===== src/rtl/instr_fetch_unit_pkg.sv =====
// pa_riscv: shared fetch-path types and constants
package pa_riscv;
  typedef struct packed {
    logic [31:0] pc;
    logic [31:0] instruction;
  } fetchEntry_t;
  localparam logic [31:0] INSTR_BYTES = 32'd4;
endpackage


===== src/rtl/fetch_fifo.sv =====
// fetch_fifo: registered FIFO of fetched {pc, instruction} entries with flush
module fetch_fifo
  import pa_riscv::*;
#(
  parameter int DEPTH = 2,
  localparam int CW = $clog2(DEPTH + 1)
) (
  input  logic          clk,
  input  logic          rst,
  input  logic          flush,
  input  logic          push,
  input  fetchEntry_t   pushData,
  input  logic          pop,
  output fetchEntry_t   head,
  output logic [CW-1:0] count
);
  localparam int PW = DEPTH > 1 ? $clog2(DEPTH) : 1;
  localparam logic [PW-1:0] LAST = PW'(DEPTH - 1);
  fetchEntry_t mem [DEPTH];
  logic [PW-1:0] wrPtr, rdPtr;
  always_ff @(posedge clk or posedge rst) begin
    if (rst) begin
      for (int i = 0; i < DEPTH; i++) mem[i] <= '0;
      wrPtr <= '0;
      rdPtr <= '0;
      count <= '0;
    end else if (flush) begin
      wrPtr <= '0;
      rdPtr <= '0;
      count <= '0;
    end else begin
      if (push) begin
        mem[wrPtr] <= pushData;
        wrPtr <= wrPtr == LAST ? '0 : wrPtr + 1'b1;
      end
      if (pop) rdPtr <= rdPtr == LAST ? '0 : rdPtr + 1'b1;
      count <= count + CW'(push) - CW'(pop);
    end
  end
  assign head = mem[rdPtr];
endmodule


===== src/rtl/instr_fetch_unit.sv =====
// instr_fetch_unit: credit-limited instruction fetch with redirect flush/discard
module instr_fetch_unit
  import pa_riscv::*;
#(
  parameter logic [31:0] RESET_PC = 32'h0000_0000,
  parameter int FIFO_DEPTH = 2
) (
  input  logic        i_clk,
  input  logic        i_arst,
  input  logic        i_redirect,
  input  logic [31:0] i_redirectPc,
  output logic        o_memReq,
  output logic [31:0] o_memAddr,
  input  logic        i_memGnt,
  input  logic        i_memRValid,
  input  logic [31:0] i_memRData,
  output logic        o_instrValid,
  output logic [31:0] o_instruction,
  output logic [31:0] o_instrPc,
  input  logic        i_instrReady
);
  localparam int CW = $clog2(FIFO_DEPTH + 1);
  localparam logic [CW:0] DEPTH_C = (CW + 1)'(FIFO_DEPTH);
  logic [31:0] fetchPc, respPc, target;
  logic [CW-1:0] outstanding, discard, count;
  logic gnt, drop, push, pop;
  fetchEntry_t head, pushData;
  // buffered plus in-flight words never exceed the buffer, so pushes always fit
  assign o_memReq = !i_arst && !i_redirect && ({1'b0, outstanding} + {1'b0, count} < DEPTH_C);
  assign o_memAddr = fetchPc;
  assign gnt = o_memReq && i_memGnt;
  assign drop = discard != '0;
  assign push = i_memRValid && !drop && !i_redirect;
  assign pop = o_instrValid && i_instrReady && !i_redirect;
  assign target = i_redirectPc & ~32'h3;
  assign pushData = '{pc: respPc, instruction: i_memRData};
  assign o_instrValid = count != '0;
  assign o_instruction = head.instruction;
  assign o_instrPc = head.pc;
  always_ff @(posedge i_clk or posedge i_arst) begin
    if (i_arst) begin
      fetchPc <= RESET_PC;
      respPc <= RESET_PC;
      outstanding <= '0;
      discard <= '0;
    end else if (i_redirect) begin
      fetchPc <= target;
      respPc <= target;
      outstanding <= outstanding - CW'(i_memRValid);
      discard <= outstanding - CW'(i_memRValid);
    end else begin
      if (gnt) fetchPc <= fetchPc + INSTR_BYTES;
      if (push) respPc <= respPc + INSTR_BYTES;
      if (i_memRValid && drop) discard <= discard - 1'b1;
      outstanding <= outstanding + CW'(gnt) - CW'(i_memRValid);
    end
  end
  fetch_fifo #(.DEPTH(FIFO_DEPTH)) u_fifo (
    .clk(i_clk),
    .rst(i_arst),
    .flush(i_redirect),
    .push(push),
    .pushData(pushData),
    .pop(pop),
    .head(head),
    .count(count)
  );
  assert property (@(posedge i_clk) disable iff (i_arst) i_memRValid |-> outstanding != '0);
endmodule

===== config.mk =====
export PLATFORM = sky130hd
export DESIGN_NAME = instr_fetch_unit
export DESIGN_NICKNAME = d
export VERILOG_FILES = /design/src/rtl/instr_fetch_unit_pkg.sv /design/src/rtl/fetch_fifo.sv /design/src/rtl/instr_fetch_unit.sv
export SDC_FILE = /design/constraint.sdc
export NUM_CORES = 1
export LEC_CHECK = 0
export ABC_AREA = 0
export BUFFER_PORTS_ARGS = -buffer_cell sky130_fd_sc_hd__buf_4
export CAP_MARGIN = 10
export CELL_PAD_IN_SITES_DETAIL_PLACEMENT = 0
export CELL_PAD_IN_SITES_GLOBAL_PLACEMENT = 1
export CORE_MARGIN = 4
export CORE_UTILIZATION = 35
export DETAILED_ROUTE_END_ITERATION = 12
export PLACE_DENSITY = 0.64
export SLEW_MARGIN = 10
export SYNTH_ARGS = -nofsm -noshare
export SYNTH_HDL_FRONTEND = slang
export SYNTH_SLANG_ARGS = --single-unit

===== constraint.sdc =====
create_clock -name i_clk -period 6.49 [get_ports i_clk]
set_input_delay 0 -clock i_clk [delete_from_list [all_inputs] [get_ports i_clk]]
set_output_delay 0 -clock i_clk [all_outputs]
set_load 0.1 [all_outputs]

==> reports/results.md, run 1 <==
## Floorplan
• 171 um — Die X
• 35.7% — starting utilization of the core area
• 168 — top-level I/O count
• 171 um — Die Ht
• 59 — row count
• 26100 um^2 — area of the core
• 29400 um^2 — die area

## Logic synthesis
• 0 — count of warnings emitted by yosys
• 0 — number of enable-type register cells in the synthesized netlist
• 55 — post-synth cell types
• sky130_fd_sc_hd__dfrtp_1 — dominant register cell in the synthesized netlist
• sky130_fd_sc_hd__dfrtp_1 — cell taking the most area after synthesis
• 51.5% — sequential element share of the synthesized area
• 12.1 um^2 — average cell area after synthesis
• 100% — proportion of synthesized flip-flops having asynchronous set or reset
• 774 — Syn Inst Count
• 51.5% — area share of the largest cell type after synthesis
• 9340 um^2 — netlist area before placement
• sky130_fd_sc_hd__dfrtp_1 51%, sky130_fd_sc_hd__mux2_2 23%, sky130_fd_sc_hd__nand2_1 1.7% — top post-synthesis cells by area
• 192 — synthesized flop and latch total

## Place
• 0.781 — placer congestion estimate
• 1231 — count of placed standard cells including taps
• 15000 um — sum of net half-perimeters after detailed placement
• 10800 um^2 — area after detailed placement
• 161 — count of input and output buffers
• 3.56 ns — post-place setup slack

## STA
• 36.2% — normalized max-slew margin
• no — unrepaired setup endpoints after global routing
• 0 — number of endpoints with negative hold slack in the final report
• 0 — final number of max-transition violations
• 2.97 ns — final critical path time including I/O delays and setup
• 0 — number of endpoints failing setup at the final stage
• 0 ns — setup TNS after final layout
• 0.337 GHz — Achievable Freq
• 45.7% — Final period util
• 0.957 ns — Worst-Margin Slew
• 3.52 ns — final critical-path setup slack
• 0.0175 ns — setup skew after layout

## Global routing
• 16.2% — Total Routing Usage GR
• 0 — total congestion overflow after global routing
• 37800 um — first-pass GRT wire length
• 0 — initial antenna violation count
• 136 — pin count of the biggest net entering global routing
• 6885 — via count of the first global-routing pass

## Drt
• 4 — iteration count of the initial detailed-routing pass
• 0 — DRC violation count after routing
• 6804 — overall via count from detail_route
• 0 — count of antenna-violating nets left after detailed routing
• 17.5 um — average routed wire per standard cell
• 5.13 — detailed-route vias per instance
• 363 — Iteration-0 DRC Markers
• 23200 um — final WL

## Power
• 522 nW/um^2 — Power per Cell Area
• 253 uV — VDD IR-drop max
• 0.00524 uW — standby leakage power

## Cells and area
• 12000 um^2 — Design Area, Final
• 2437 — filler instances
• 1327 — final non-filler cell total
• 29.0% — Area Growth Syn to Fin
• sky130_fd_sc_hd__mux2_2 — most common cell after layout, fill and taps aside
• 0 — diode insertion count for antenna repair
• 41.2% — proportion of layout cells with a drive suffix above 1
• 1058 — Final #Nets
• 192 x sky130_fd_sc_hd__mux2_2, 191 x sky130_fd_sc_hd__dfrtp_1, 168 x sky130_fd_sc_hd__buf_4 — commonest non-fill, non-tap cells in the layout

## Run
• 0 — maxcap violations

## Clock tree
• sky130_fd_sc_hd__clkbuf_16 — root buf cell
• 4 — total number of H-tree levels
• 17 — total clock buffers created by CTS
• 0.08 ns — Clock transition at path regs
• 192 — number of clock sinks
• 0 — quantity of gates resized following cts
• 0.44 ns — Clock Latency Late Sink
• 0 — count of buffers added by post-CTS timing repair for setup
• 2 — number of buffers on the longest clock path
• done — TritonCTS clock tree

## Setup path
• reg2reg — Setup Crit Path Kind
• flip-flop — Setup crit end kind
• 3.32 ns — crit path DAT
• 3.52 ns — slack of the worst reg-to-reg path
• 6.84 ns — required time reported for the critical path endpoint
• 11 — maximum fanout encountered on the critical timing path
• flip-flop — startpoint type of the worst setup path

## Worst hold path
• in2reg — Hold/Removal Path Class

## Outcome
• finished, final reports clean — result of the run

[cells by family after synthesis]
| logic type | Yosys count | share of synthesized area (%) |
|---|---|---|
| AOI/OAI and AO/OA | 91 | 6.96 |
| adders and majority gates | 9 | 1.29 |
| and+or+nand+nor | 199 | 11.9 |
| DFF | 192 | 51.5 |
| other | 1 | 0.0402 |
| buffers and inverters | 66 | 2.92 |
| muxes | 193 | 23.3 |
| xor gates and xnor gates | 23 | 2.16 |
[where the power goes]
group / switching (uW) / leakage, uW / internal [uW]
Clock: 496 / 0.000266 / 514
Combinational: 2450 / 0.00262 / 970
Sequential: 240 / 0.00236 / 1610
[Yosys cell counts (2+ instances only)]
master,n
sky130_fd_sc_hd__ha_1,8
sky130_fd_sc_hd__mux2_2,192
sky130_fd_sc_hd__o221a_2,2
sky130_fd_sc_hd__o31ai_1,6
sky130_fd_sc_hd__a311o_1,2
sky130_fd_sc_hd__or4_1,9
sky130_fd_sc_hd__nand4_1,23
sky130_fd_sc_hd__a211oi_1,6
sky130_fd_sc_hd__o21ai_0,24
sky130_fd_sc_hd__a21oi_1,6
sky130_fd_sc_hd__o311ai_0,16
sky130_fd_sc_hd__xnor2_1,15
sky130_fd_sc_hd__nor2_1,30
sky130_fd_sc_hd__or3_1,9
sky130_fd_sc_hd__nor3_1,9
sky130_fd_sc_hd__nor2b_1,6
sky130_fd_sc_hd__buf_1,9
sky130_fd_sc_hd__clkbuf_1,28
sky130_fd_sc_hd__o211ai_1,4
sky130_fd_sc_hd__a211o_1,2
sky130_fd_sc_hd__nand3_1,27
sky130_fd_sc_hd__buf_2,7
sky130_fd_sc_hd__and4_1,13
sky130_fd_sc_hd__buf_4,4
sky130_fd_sc_hd__dfrtp_1,192
sky130_fd_sc_hd__nor4_2,2
sky130_fd_sc_hd__xor2_1,8
sky130_fd_sc_hd__a311oi_1,3
sky130_fd_sc_hd__a31oi_1,9
sky130_fd_sc_hd__nor4_1,8
sky130_fd_sc_hd__or2_2,4
sky130_fd_sc_hd__nand2_1,43
sky130_fd_sc_hd__nand2b_1,2
sky130_fd_sc_hd__and3_1,6
sky130_fd_sc_hd__o31a_1,3
sky130_fd_sc_hd__inv_1,17
sky130_fd_sc_hd__and2_1,2
[metal layers]
layer	share of wire, %	track usage [%]
met3	5.0	3.06
met4	1.2	4.06
met2	44	24.2
met5	0	0
met1	50	24.2
[worst max-delay path, cell delays in order, from the launching register on]
cell                      delay (ns)
sky130_fd_sc_hd__dfrtp_1        0.39
sky130_fd_sc_hd__inv_1          0.08
sky130_fd_sc_hd__nor2_1         0.05
sky130_fd_sc_hd__fa_1           0.52
sky130_fd_sc_hd__nor4_2         0.44
sky130_fd_sc_hd__nand2_1        0.35
sky130_fd_sc_hd__ha_1           0.38
sky130_fd_sc_hd__inv_1          0.03
sky130_fd_sc_hd__ha_1           0.18
sky130_fd_sc_hd__xnor2_1        0.11
sky130_fd_sc_hd__o21ai_0        0.18
sky130_fd_sc_hd__xor2_1         0.16
[per-stage QoR]
stage          utilization (%)  total power (uW)  hold WS, ns
6_report                  46.1              6280       0.0528
5_1_grt                   46.1              6600       0.0465
4_1_cts                   46.1              6360       0.0353
3_5_place_dp              41.5              5290        0.235
3_3_place_gp              41.5              5270        0.234
2_1_floorplan                -              4650        0.117
[state kept, by name, indices dropped and copies added, names as in the netlist]
register      count
discard           2
o_memAddr        30
outstanding       2
respPc           30
u_fifo.count      2
u_fifo.mem      124
u_fifo.rdPtr      1
u_fifo.wrPtr      1
[cell type report]
cell class / instances / area (um^2) / area share [%]
Timing Repair Buffer: 232 / 1900 / 15.8
Multi-Input combinational cell: 519 / 4280 / 35.6
Sequential cell: 192 / 4810 / 39.9
Inverter: 17 / 71.3 / 0.592
Clock buffer: 18 / 439 / 3.65
Clock inverter: 14 / 121 / 1.01
Tap cell: 335 / 419 / 3.48
[final timing paths]
kind | from | to | cells past startpoint
min reg2reg | u_fifo.mem[26] | u_fifo.mem[26] | 1
max in group asynchronous | i_arst | u_fifo.rdPtr | 4
max reg2reg | outstanding[0] | outstanding[1] | 11
max | outstanding[0] | outstanding[1] | 11
min in group asynchronous | i_arst | o_memAddr[13] | 3
min | i_memRValid | discard[0] | 4
[what timing repair did]
| item | CTS | global route |
|---|---|---|
| endpoints found under the setup margin | 0 | 0 |
| endpoints found under the hold margin | 258 | 0 |
| hold buffers | 64 | 0 |
No activity file was read; power rests on OpenSTA's default activity.
==> run 2, diff against run 1 <==
--- a/config.mk
+++ b/config.mk
@@ -13,7 +13,7 @@
 export CORE_MARGIN = 4
 export CORE_UTILIZATION = 35
 export DETAILED_ROUTE_END_ITERATION = 12
-export PLACE_DENSITY = 0.64
+export PLACE_DENSITY = 0.67
 export SLEW_MARGIN = 10
 export SYNTH_ARGS = -nofsm -noshare
 export SYNTH_HDL_FRONTEND = slang
==> constraint.sdc (replaced) <==
create_clock -name i_clk -period 2.7 [get_ports i_clk]
set_input_delay 0 -clock i_clk [delete_from_list [all_inputs] [get_ports i_clk]]
set_output_delay 0 -clock i_clk [all_outputs]
set_load 0.1 [all_outputs]
==> reports/results.md, run 2 (same netlist as run 1, synthesis figures left out) <==
## Drt
• 5.22 — detailed-route vias per instance
• 17.9 um — average routed wire per standard cell
• 0 — DRC violation count after routing
• 4 — iteration count of the initial detailed-routing pass
• 0 — count of antenna-violating nets left after detailed routing
• 6996 — overall via count from detail_route
• 24000 um — final WL
• 361 — Iteration-0 DRC Markers

## Place
• 0.165 ns — post-place setup slack
• 11000 um^2 — area after detailed placement
• 16300 um — sum of net half-perimeters after detailed placement
• 0.772 — placer congestion estimate
• 161 — count of input and output buffers
• 1243 — count of placed standard cells including taps

## Setup path
• flip-flop — Setup crit end kind
• sky130_fd_sc_hd__fa_2 — Slowest cell on crit path
• inv_1, nor2_1, fa_2, nor4b_4, nand3_1, or4_1, a31oi_1 — ordered cell list for the critical path
• 6 — maximum fanout encountered on the critical timing path
• flip-flop — startpoint type of the worst setup path
• 0.26 ns — slack of the worst reg-to-reg path
• 0.51 ns — biggest cell delay along the critical path
• o_memAddr[20] — capture instance of the worst register-to-register path
• 2.78 ns — crit path DAT
• outstanding[0] — Critical R2R Launch
• simple AND/OR/NAND/NOR gates — cell family contributing the most delay on the critical path
• 7 — R2R depth
• 1 — number of buffer and inverter instances along the worst setup path
• reg2reg — Setup Crit Path Kind
• 3.04 ns — required time reported for the critical path endpoint

## Clock tree
• 17 — total clock buffers created by CTS
• done — TritonCTS clock tree
• 0.43 ns — Clock Latency Late Sink
• 0.08 ns — Clock transition at path regs
• 4 — total number of H-tree levels
• 2 — number of buffers on the longest clock path
• 192 — number of clock sinks
• sky130_fd_sc_hd__clkbuf_16 — root buf cell

## Global routing
• 0 — initial antenna violation count
• 16.6% — Total Routing Usage GR
• 63 — pin count of the biggest net entering global routing
• 7125 — via count of the first global-routing pass
• 39000 um — first-pass GRT wire length
• 0 — total congestion overflow after global routing

## Power
• 0.00537 uW — standby leakage power
• 1260 nW/um^2 — Power per Cell Area
• 28.9% — sequential fraction of design power
• 17.2% — relative contribution of the clock network to total power
• 7680 uW — total net switching power
• 7770 uW — design internal power
• 635 uV — VDD IR-drop max
• 53.9% — proportion of power drawn by combinational gates
• 49.7% — switching power as a share of total power

## Cells and area
• 2427 — filler instances
• 4310 um^2 — area occupied by multi-input gates
• u_fifo.mem — Biggest register
• 0 — diode insertion count for antenna repair
• 192 x sky130_fd_sc_hd__mux2_2, 191 x sky130_fd_sc_hd__dfrtp_1, 174 x sky130_fd_sc_hd__buf_4 — commonest non-fill, non-tap cells in the layout
• 4810 um^2 — FF+latch area
• 1339 — final non-filler cell total
• sky130_fd_sc_hd__mux2_2 — most common cell after layout, fill and taps aside
• 1071 — Final #Nets
• 42.0% — proportion of layout cells with a drive suffix above 1
• 31.7% — Area Growth Syn to Fin
• 12300 um^2 — Design Area, Final
• 124 — flip-flop count of the largest register, all copies and words added

## STA
• 0.257 ns — final critical-path setup slack
• 2.44 ns — final critical path time including I/O delays and setup
• 0.0574 ns — final hold slack
• 0.0178 ns — setup skew after layout
• 0 — number of endpoints with negative hold slack in the final report
• 0.409 GHz — Achievable Freq
• 0 — number of endpoints failing setup at the final stage
• 0 — final number of max-transition violations
• 90.5% — Final period util
• 0.912 ns — Worst-Margin Slew
• 39.1% — normalized max-slew margin
• yes — unrepaired setup endpoints after global routing

## Floorplan
• 171 um — Die Ht
• 26100 um^2 — area of the core
• 29400 um^2 — die area
• 171 um — Die X
• 35.7% — starting utilization of the core area
• 59 — row count
• 168 — top-level I/O count

## Worst hold path
• i_memRValid — startpoint of the worst hold path
• discard[0] — end point of the most critical hold path
• in2reg — Hold/Removal Path Class
• 4 — depth of the worst hold-timing path

## Run
• 0 — maxcap violations

## Outcome
• finished, final reports clean — result of the run

-- run 2: cell types whose count changed in the layout (fill, tap and decap cells not counted), moves of 2 or more --
cell,change
sky130_fd_sc_hd__o311ai_1,+6
sky130_fd_sc_hd__buf_12,+6
sky130_fd_sc_hd__inv_8,-3
sky130_fd_sc_hd__or2_4,+2
sky130_fd_sc_hd__o311ai_0,-6
sky130_fd_sc_hd__clkinv_4,-2
sky130_fd_sc_hd__buf_4,+6
sky130_fd_sc_hd__o21ai_1,+2
sky130_fd_sc_hd__o21ai_0,-2
sky130_fd_sc_hd__inv_6,+2
sky130_fd_sc_hd__or2_2,-2
sky130_fd_sc_hd__bufinv_16,+3
-- run 2: area by class of cell --
type / instances / share of cell area, %
clock buffers: 18 / 3.57
clock inverters: 13 / 1.41
inverters: 17 / 0.549
multi-input cells: 519 / 35.1
flip-flops and latches: 192 / 39.1
well taps: 335 / 3.41
repair buffers: 245 / 16.9
-- run 2: metrics by stage --
step | power (uW) | TNS (ns) | utilization [%]
after floorplan | 11200 | -7.72 | -
after global placement | 12700 | 0 | 42.2
after detailed placement | 12800 | 0 | 42.2
after CTS | 15600 | 0 | 47.0
after global routing | 16200 | -0.0197 | 47.1
final | 15400 | 0 | 47.1
-- run 2: repair_timing --
item	in CTS	in global routing
hold buffers	65	0
endpoints found under the setup margin	0	1
gates resized for setup	0	1
buffers inserted	0	0
hold endpoints to repair	159	0
-- run 2: routing by layer --
layer / vias to the layer above / GRT usage, % / wire length [um]
met5: - / 0 / 0
met3: 20 / 3.19 / 1360
met2: 187 / 25.7 / 10700
li1: 3292 / - / -
met1: 3497 / 24.3 / 11600
met4: 0 / 4.03 / 277
-- run 2: worst max path at each step --
stage	depth (start not counted)	end	from	slack, ns
after floorplan	12	outstanding[1]	u_fifo.count[0]	-0.74
after global routing	7	o_memAddr[20]	outstanding[0]	-0.02
after global placement	7	o_memAddr[26]	outstanding[0]	0.23
final	7	o_memAddr[20]	outstanding[0]	0.26
after CTS	7	o_memAddr[26]	outstanding[0]	0.18
after detailed placement	7	o_memAddr[25]	outstanding[0]	0.16
-- run 2: tightest hold or removal path: cells and delay by family --
kind	cells	cell delay, ns
fa+ha+maj	1	0.13
buf+inv	1	0.14
simple gates	1	0.10
compound gates	1	0.07
-- run 2: power by group through the flow --
stage	clock (uW)	sequential (uW)	combinational, uW
final	2660	4460	8320
after global placement	0	4490	8250
after global routing	2870	4610	8720
after detailed placement	0	4520	8290
after CTS	2770	4470	8400
after floorplan	0	4680	6530
